===== config.mk =====
export PLATFORM = sky130hd
export DESIGN_NAME = matmul_scheduler
export DESIGN_NICKNAME = d
export VERILOG_FILES = /design/src/rtl/matmul_pkg.sv /design/src/rtl/matmul_scheduler_dot_unit.sv /design/src/rtl/matmul_scheduler.sv
export SDC_FILE = /design/constraint.sdc
export NUM_CORES = 2
export LEC_CHECK = 0
export ABC_AREA = 1
export ABC_CLOCK_PERIOD_IN_PS = 8320
export CAP_MARGIN = 20
export CORE_MARGIN = 2
export CORE_UTILIZATION = 25
export CTS_CLUSTER_SIZE = 12
export DETAILED_ROUTE_END_ITERATION = 8
export PLACE_DENSITY_LB_ADDON = 0.2
export SKIP_LAST_GASP = 1
export SYNTH_ARGS = -nofsm -noshare
export SYNTH_HDL_FRONTEND = slang
export SYNTH_SLANG_ARGS = --single-unit

===== constraint.sdc =====
create_clock -name clk -period 8.32 [get_ports clk]
set_input_delay 1.664 -clock clk [delete_from_list [all_inputs] [get_ports clk]]
set_output_delay 1.664 -clock clk [all_outputs]
set_load 0.1 [all_outputs]

===== src/rtl/matmul_pkg.sv =====
// Shared encodings, default sizes and packing helper for the matmul scheduler and its dot engine.
package matmul_pkg;
    localparam int DEF_WIDTH = 32;
    localparam int DEF_N     = 3;

    typedef enum logic [1:0] {S_IDLE, S_ISSUE, S_WAIT, S_FIN} ctrl_state_t;
    typedef enum logic [1:0] {DP_IDLE, DP_CALC, DP_OUT}       dp_state_t;

    // Flat element index of (r,c) in a row-major N x N matrix.
    function automatic int elem_idx(input int r, input int c, input int n);
        return r * n + c;
    endfunction
endpackage


===== src/rtl/matmul_scheduler_dot_unit.sv =====
// Dot-product engine: latches row/column on dp_start, accumulates N cycles, then registers the result.
// Latency N+2 edges from dp_start sample to dp_done high; no backpressure, one request in flight.
module dot_unit
    import matmul_pkg::*;
#(
    parameter int WIDTH = DEF_WIDTH,
    parameter int N     = DEF_N
) (
    input  logic               clk,
    input  logic               rst,
    input  logic               dp_start,
    input  logic [WIDTH*N-1:0] row,
    input  logic [WIDTH*N-1:0] col,
    output logic               dp_done,
    output logic [WIDTH-1:0]   result
);
    localparam int KW = (N > 1) ? $clog2(N) : 1;

    dp_state_t          state, nxt;
    logic [KW-1:0]      k;
    logic [WIDTH-1:0]   acc;
    logic [WIDTH*N-1:0] rowq, colq;
    logic [WIDTH-1:0]   ra, ca, prod;

    always_comb begin
        ra   = rowq[k*WIDTH +: WIDTH];
        ca   = colq[k*WIDTH +: WIDTH];
        prod = ra * ca;
    end

    always_comb begin
        nxt = state;
        case (state)
            DP_IDLE: if (dp_start) nxt = DP_CALC;
            DP_CALC: if (k == KW'(N-1)) nxt = DP_OUT;
            DP_OUT:  nxt = DP_IDLE;
            default: nxt = DP_IDLE;
        endcase
    end

    always_ff @(posedge clk) begin
        if (rst) begin
            state   <= DP_IDLE;
            k       <= '0;
            acc     <= '0;
            rowq    <= '0;
            colq    <= '0;
            dp_done <= 1'b0;
            result  <= '0;
        end else begin
            state   <= nxt;
            dp_done <= 1'b0;
            case (state)
                DP_IDLE: if (dp_start) begin
                    rowq <= row;
                    colq <= col;
                    acc  <= '0;
                    k    <= '0;
                end
                DP_CALC: begin
                    acc <= acc + prod;
                    k   <= (k == KW'(N-1)) ? '0 : k + 1'b1;
                end
                DP_OUT: begin
                    result  <= acc;
                    dp_done <= 1'b1;
                end
                default: ;
            endcase
        end
    end
endmodule


===== src/rtl/matmul_scheduler.sv =====
// C = A*B over one shared dot engine, row-major walk; N+3 cycles per element, done after edge N^2(N+3)+1.
// start ignored while busy; MATMUL_SCHED_PERF_EN adds a run-length cycle_count output.
module matmul_scheduler
    import matmul_pkg::*;
#(
    parameter int WIDTH = DEF_WIDTH,
    parameter int N     = DEF_N
) (
    input  logic                 clk,
    input  logic                 rst,
    input  logic                 start,
    input  logic [WIDTH*N*N-1:0] a,
    input  logic [WIDTH*N*N-1:0] b,
    output logic [WIDTH*N*N-1:0] c,
    output logic                 busy,
    output logic                 done
`ifdef MATMUL_SCHED_PERF_EN
    ,
    output logic [31:0]          cycle_count
`endif
);
    localparam int IW = (N > 1) ? $clog2(N) : 1;

    ctrl_state_t          state, nxt;
    logic [IW-1:0]        i, j;
    logic [WIDTH*N*N-1:0] aq, bq;
    logic [WIDTH*N-1:0]   row_vec, col_vec;
    logic                 dp_start, dp_done, last;
    logic [WIDTH-1:0]     result;

    always_comb begin
        row_vec = '0;
        col_vec = '0;
        for (int k = 0; k < N; k++) begin
            row_vec[k*WIDTH +: WIDTH] = aq[elem_idx(int'(i), k, N)*WIDTH +: WIDTH];
            col_vec[k*WIDTH +: WIDTH] = bq[elem_idx(k, int'(j), N)*WIDTH +: WIDTH];
        end
    end

    assign last     = (i == IW'(N-1)) && (j == IW'(N-1));
    assign dp_start = (state == S_ISSUE);

    always_comb begin
        nxt = state;
        case (state)
            S_IDLE:  if (start) nxt = S_ISSUE;
            S_ISSUE: nxt = S_WAIT;
            S_WAIT:  if (dp_done) nxt = last ? S_FIN : S_ISSUE;
            S_FIN:   nxt = S_IDLE;
            default: nxt = S_IDLE;
        endcase
    end

    always_ff @(posedge clk) begin
        if (rst) begin
            state <= S_IDLE;
            i     <= '0;
            j     <= '0;
            aq    <= '0;
            bq    <= '0;
            c     <= '0;
            busy  <= 1'b0;
            done  <= 1'b0;
        end else begin
            state <= nxt;
            done  <= 1'b0;
            case (state)
                S_IDLE: if (start) begin
                    aq   <= a;
                    bq   <= b;
                    i    <= '0;
                    j    <= '0;
                    c    <= '0;
                    busy <= 1'b1;
                end
                S_WAIT: if (dp_done) begin
                    c[elem_idx(int'(i), int'(j), N)*WIDTH +: WIDTH] <= result;
                    if (j == IW'(N-1)) begin
                        j <= '0;
                        i <= last ? '0 : i + 1'b1;
                    end else begin
                        j <= j + 1'b1;
                    end
                end
                S_FIN: begin
                    done <= 1'b1;
                    busy <= 1'b0;
                end
                default: ;
            endcase
        end
    end

`ifdef MATMUL_SCHED_PERF_EN
    // Counts every edge spent outside IDLE, so a full run ends on N^2(N+3)+1.
    always_ff @(posedge clk) begin
        if (rst)
            cycle_count <= '0;
        else if (state == S_IDLE && start)
            cycle_count <= '0;
        else if (state != S_IDLE)
            cycle_count <= cycle_count + 32'd1;
    end
`endif

    dot_unit #(.WIDTH(WIDTH), .N(N)) u_dot (
        .clk      (clk),
        .rst      (rst),
        .dp_start (dp_start),
        .row      (row_vec),
        .col      (col_vec),
        .dp_done  (dp_done),
        .result   (result)
    );
endmodule

**Yosys cells after proc, flatten, opt, wreduce, memory -nomap -nowiden**

Index checks and enable logic that the tools add are counted.

- $mul: 2
- Reductions and logical operators: 14
- Add/sub/neg operators: 10
- Equality and inequality tests: 13
- Shifts and indexed selects: 10
- Multiplexer cells: 28

Operator list:

| kind | count |
|---|---|
| $shiftx A288 B32 Y32 | 3 |
| $mux W288 | 2 |
| $pmux W288 S2 | 1 |
| $bwmux W288 | 1 |
| $shift A32 B33 Y288 const A | 1 |
| $shiftx A288 B10 Y32 | 1 |
| $shiftx A288 B8 Y32 | 1 |
| $shiftx A288 B9 Y32 | 1 |
| $shiftx A32 B33 Y288 | 1 |
| $shiftx A96 B8 Y32 | 2 |
| $pmux W32 S2 | 1 |
| $neg A10 Y33 | 1 |
| $add A32 B32 Y32 | 1 |
| $mul A32 B32 Y32 | 1 |
| $mux W32 | 1 |
| $add A27 B2 Y27 const B | 1 |
| $add A27 B3 Y27 const B | 1 |
| $mux W2 | 13 |
| $pmux W2 S2 | 4 |
| $eq A2 B2 Y1 const B | 6 |
| $reduce_and A2 Y1 | 6 |
| $pmux W2 S4 | 1 |
| $add A2 B1 Y2 const B | 3 |
| $ne A2 B2 Y1 const B | 3 |
| 13 further kinds | 20 |

- Output and inout bits: 290
- Flip-flop bits (word level): 1133
- Logic and storage cells: 92
- Bits of input ports: 579

**Depth between registers and ports, before layout**

- Depth in word-level cells: 7
- Mapped depth: 41
- Depth with buffers taken out: 37

**Hierarchy**

From an unflattened synthesis, not the netlist that was laid out.

- Cells, all modules: 9394
- Area total of the unflattened synthesis: 66266.1 sq um

By module, submodules not included:

| module | area each (sq um) | instances | cells each | seq. area each (sq um) |
|---|---|---|---|---|
| matmul_scheduler | 38376.8 | 1 | 5613 | 17456.7 |
| dot_unit | 27889.2 | 1 | 3781 | 5225.0 |

**Worst setup path after synthesis**

Ideal clock, no wire load.

- Path type: reg-to-reg
- From: reg u_dot.k[1]
- To: reg u_dot.acc[26]
- Path buffers: 5
- Stages on the path, launching flop included: 40
- Library setup time: 0.132 ns
- Path slack: 0.850 ns
- Arrival: 7.338 ns
- Required time: 8.188 ns
- Period minus slack after synthesis: 7.470 ns
- Cell sequence: dfxtp_1 > buf_6 > nor2_4 > buf_6 > buf_6 > nand2_1 > nand3_1 > clkbuf_1 > buf_1 > nand2_1 > inv_1 > fa_1 > fa_1 > fa_1 > inv_1 > fa_1 > inv_1 > fa_1 > (+4 left out) > inv_1 > fa_1 > inv_1 > ha_1 > nand2_1 > nor2_1 > inv_1 > nor3_1 > nand4_1 > nand3_1 > nand3_1 > nand2_1 > nand3_1 > nand2_1 > a31o_2 > a21oi_1 > o21ai_0 > a21oi_1

- Longest elaborated chain between the ends: 4
- Elaborated cells between the ends (all ways): 5
- Classes of those cells: add/sub (1); mul (1); shift (2); mux (1)

Ends and longest elaborated chain:

| what | line | text |
|---|---|---|
| start: declaration | matmul_scheduler_dot_unit.sv:20 | `logic [KW-1:0] k;` |
| start signal: assignment | matmul_scheduler_dot_unit.sv:62 | `k <= (k == KW'(N-1)) ? '0 : k + 1'b1;` |
| $shiftx A96 B8 Y32, on equally long branches | matmul_scheduler_dot_unit.sv:26, matmul_scheduler_dot_unit.sv:27 |  |
| $mul A32 B32 Y32 * | matmul_scheduler_dot_unit.sv:28 | `prod = ra * ca;` |
| $add A32 B32 Y32 * | matmul_scheduler_dot_unit.sv:61 | `acc <= acc + prod;` |
| $pmux W32 S2 * | matmul_scheduler_dot_unit.sv:53 | `case (state)` |
| end signal: assignment | matmul_scheduler_dot_unit.sv:61 |  |
| end: declaration | matmul_scheduler_dot_unit.sv:21 | `logic [WIDTH-1:0] acc;` |

Every way passes the cells marked *; elsewhere a longest branch is shown, timed or not.
A chain may end at the register's enable or synchronous reset.

**Worst setup path in the final report**

- From: reg u_dot.k[0]
- To: reg u_dot.acc[30]

The elaborated chain is that of the path after synthesis.

==> flow_summary.toml <==
[critical_path]
setup.worst_path.start_class = "flip-flop"
crit_type = "flip-flop to flip-flop"
critical_path_buf_inv_count = 5
critPathSlowestCell = "fa_1"
startpoint = "u_dot.k[0]$_SDFFE_PP0P_"
cpLargestDelayFamily = "adder cells"
crit_path_frequent_cell = "fa_1"
r2r_cells = 26
worst_path_largest_cell_delay_ns = 0.70
end_kind = "flip-flop"
reg2reg_from = "u_dot.k[0]$_SDFFE_PP0P_"
cp_num_cells = 26
crit_path_max_fanout = 23
crit_arrival_ns = 8.87
required_ns = 9.06

[routing]
wl_met2_um = 137000
top_layer = "met5"
wl_met1_um = 129000
first_pass_iters = 6
dr_total_vias = 61600
remaining_drc_errors = 0
wl_met3_um = 15100
drt-total-wl_um = 288000
drt_iter0_drc = 5143
post_drt_wl_per_cell_um = 22.6
routed_via_density = 4.82
postRouteAntennaNets = 0

[clock_tree]
cts_tree = "yes"
cts_sinks = 1133
path_clk_slew_ns = 0.06
clk-insertion-delay-late_ns = 0.82
h-tree-depth = 4
root_buffer = "clkbuf_16"
clockBufferDepth = 3
cts_buffers = 137

[cells_and_area]
layout-drive-gt1-share_pct = 5.27
seqCellArea_um2 = 22700
layout.nets = 10400
area_growth_pct = 25.7
multi_input_area_um2 = 34800
fillerInstances = 27700

[synthesis]
synthesis.nets = 9904
synth.distinct_cells = 49
ys_seq_elements = 1133
ys_seq_area_share_pct = 35.1
syn-cell-area_um2 = 64600
syn_inst = 8752
yosysWarnings = 0
avgSynthCellArea_um2 = 7.38

[min_path]
worstHoldPathType = "flip-flop to flip-flop"
min_from = "aq[278]$_SDFFE_PP0P_"
min_path_cells = 2

[global_routing]
grt_usage_pct = 21.2
grt_max_degree = 239
grt_pass1_vias = 60700
antenna_found_initial = 18
grt_pass1_wl_um = 419000
grt.overflow.total = 0

[outcome]
status = "completed"

[timing]
worst_pin_slew_ns = 1.17
max_slew_margin_pct = 21.5
skew_ns = 0.0738
rsz0062_at_grt = "true"
finalWorstSetupSlack_ns = 0.188
fin_crit_sh_pct = 97.7
slew_viol_final = 0
fin_crit_ns = 8.13
whs_ns = 0.450
fin_setup_tns_ns = 0
hold_viol_final = 0
setup_viol = 0
fmax_ghz = 0.123

[placed_design]
port_buffers = 868
dpl.hpwl_um = 219000
gp_congestion = 0.915
dp_slack_ns = 0.0133

[pwr]
clkPwrFrac_pct = 38.9
pwr-share-comb_pct = 22.9
power_density_nw_per_um2 = 197
switching_share_pct = 34.1
vdd_ir_drop_max_uv = 211
pwr-share-seq_pct = 38.2
internal_power_mw = 10.6
p_switching_mw = 5.47
p_leak_nw = 35.0

[die]
die_w_um = 512
num_rows = 186
initial_utilization_pct = 25.1
die_h_um = 512
die-area_um2 = 263000
io-pin-count = 869
core_um2 = 257000

[run]
maxCapViolCount = 0
==> metrics by stage <==
step	total power, mW	area (um^2)	cells	utilization [%]
2_1_floorplan	8.33	64600	8752	-
4_1_cts	16.2	81000	12800	31.5
3_5_place_dp	9.89	76300	12500	29.7
5_1_grt	16.8	81200	12800	31.6
3_3_place_gp	9.87	76300	12500	29.7
6_report	16.0	81200	12800	31.6
==> timing repair <==
action | in CTS | in global routing
setup buffers | 0 | 6
endpoints found under the setup margin | 0 | 6
gates resized for setup | 0 | 18
hold buffers | 0 | 0
==> flip-flops by register name (all words and copies together), names as in the netlist <==
signal and count:
u_dot.k 2, u_dot.colq 96, busy 1, u_dot.rowq 96, u_dot.state 2, done 1
u_dot.result 32, u_dot.acc 32, aq 288, c 288, u_dot.dp_done 1, j 2
i 2, state 2, bq 288
==> cell usage after synthesis (all sizes together) <==
| master | count | area, um^2 |
|---|---|---|
| a221oi | 33 | 289 |
| nand2 | 1391 | 5240 |
| o21ai | 1252 | 6280 |
| nor3b | 1 | 12.5 |
| a31o | 1 | 8.76 |
| nand3b | 7 | 52.6 |
| or2 | 6 | 37.5 |
| clkbuf | 539 | 2020 |
| xnor2 | 7 | 61.3 |
| a21boi | 1 | 7.51 |
| a31oi | 150 | 938 |
| o21a | 3 | 22.5 |
| inv | 1237 | 4650 |
| o31ai | 32 | 240 |
| clkinv | 6 | 22.5 |
| dfxtp | 1133 | 22700 |
| ha | 134 | 1680 |
| o21bai | 5 | 37.5 |
| nand4 | 36 | 225 |
| o41ai | 32 | 288 |
| a21o | 2 | 15.0 |
| o32ai | 1 | 8.76 |
| xor2 | 15 | 139 |
| nor2 | 899 | 3440 |
| a211oi | 70 | 526 |
| buf | 96 | 541 |
| a21oi | 818 | 4090 |
| nor3 | 13 | 75.1 |
| fa | 439 | 8790 |
| nor4 | 2 | 12.5 |
| nand3 | 390 | 2160 |
| o211ai | 1 | 7.51 |
==> cell usage in the layout, fill, tap and decap left out, types with 69 or more instances in the layout <==
master           instances
buf_4                  131
ha_1                   132
a21oi_1                817
a31oi_1                150
fa_1                   439
clkbuf_16              139
nand3_1                354
nand2_1               1380
clkdlybuf4s50_1        867
inv_1                 1207
o21ai_0               1221
dfxtp_1               1128
a211oi_1                69
nor2_1                 880
==> cell families (layout without fill, tap and decap cells) <==
kind of cell / count (synthesis) / count (layout) / share of synthesized area, %
compound gates: 2401 / 2401 / 19.7
xor+xnor: 22 / 22 / 0.310
fa+ha+maj: 573 / 573 / 16.2
buf+inv: 1878 / 2512 / 11.2
flops: 1133 / 1133 / 35.1
other cells: 0 / 4 / 0
simple gates: 2745 / 2747 / 17.4
==> layout make-up <==
type / instances / area share, %
well taps: 3384 / 5.21
inverters: 1243 / 5.78
multi-input cells: 5743 / 42.9
diodes: 4 / 0.0123
flip-flops and latches: 1133 / 27.9
clock buffers: 206 / 5.04
repair buffers: 1020 / 12.4
clock inverters: 43 / 0.767
==> worst register-to-register path: stages (launching register included) <==
cell	delay [ns]
dfxtp_4	0.45
inv_4	0.13
nor2_4	0.35
nand2_1	0.14
nand3_2	0.11
buf_4	0.32
nand2_1	0.14
fa_1	0.52
fa_1	0.70
fa_1	0.47
fa_1	0.51
inv_1	0.05
fa_1	0.64
fa_1	0.48
fa_1	0.50
inv_1	0.05
fa_1	0.48
inv_1	0.04
ha_1	0.39
a21o_1	0.25
a221oi_1	0.34
o211ai_1	0.26
a21oi_1	0.22
o21bai_1	0.10
a21oi_1	0.14
o21ai_0	0.15
a21oi_1	0.14
==> metal layers <==
layer  track usage, %  vias up
li1                 -    29100
met1             28.4    30100
met2             35.5     1939
met3             3.10      332
met4             5.72       20
met5                0        -
==> power by group through the flow <==
stage | registers, mW | logic (mW) | clock network, mW
global route | 6.17 | 4.01 | 6.58
CTS | 6.14 | 3.66 | 6.37
floorplan | 6.43 | 1.90 | 0
detailed placement | 6.25 | 3.64 | 0
finish | 6.13 | 3.67 | 6.24
global placement | 6.25 | 3.62 | 0
==> path summary, 6_finish.rpt <==
kind	to	slack [ns]
setup / recovery	u_dot.acc[30]$_SDFFE_PP0P_	0.19
hold / removal	aq[278]$_SDFFE_PP0P_	0.45
setup reg to reg	u_dot.acc[30]$_SDFFE_PP0P_	0.19
hold reg to reg	aq[278]$_SDFFE_PP0P_	0.45
(Power assumes the default switching activity.)
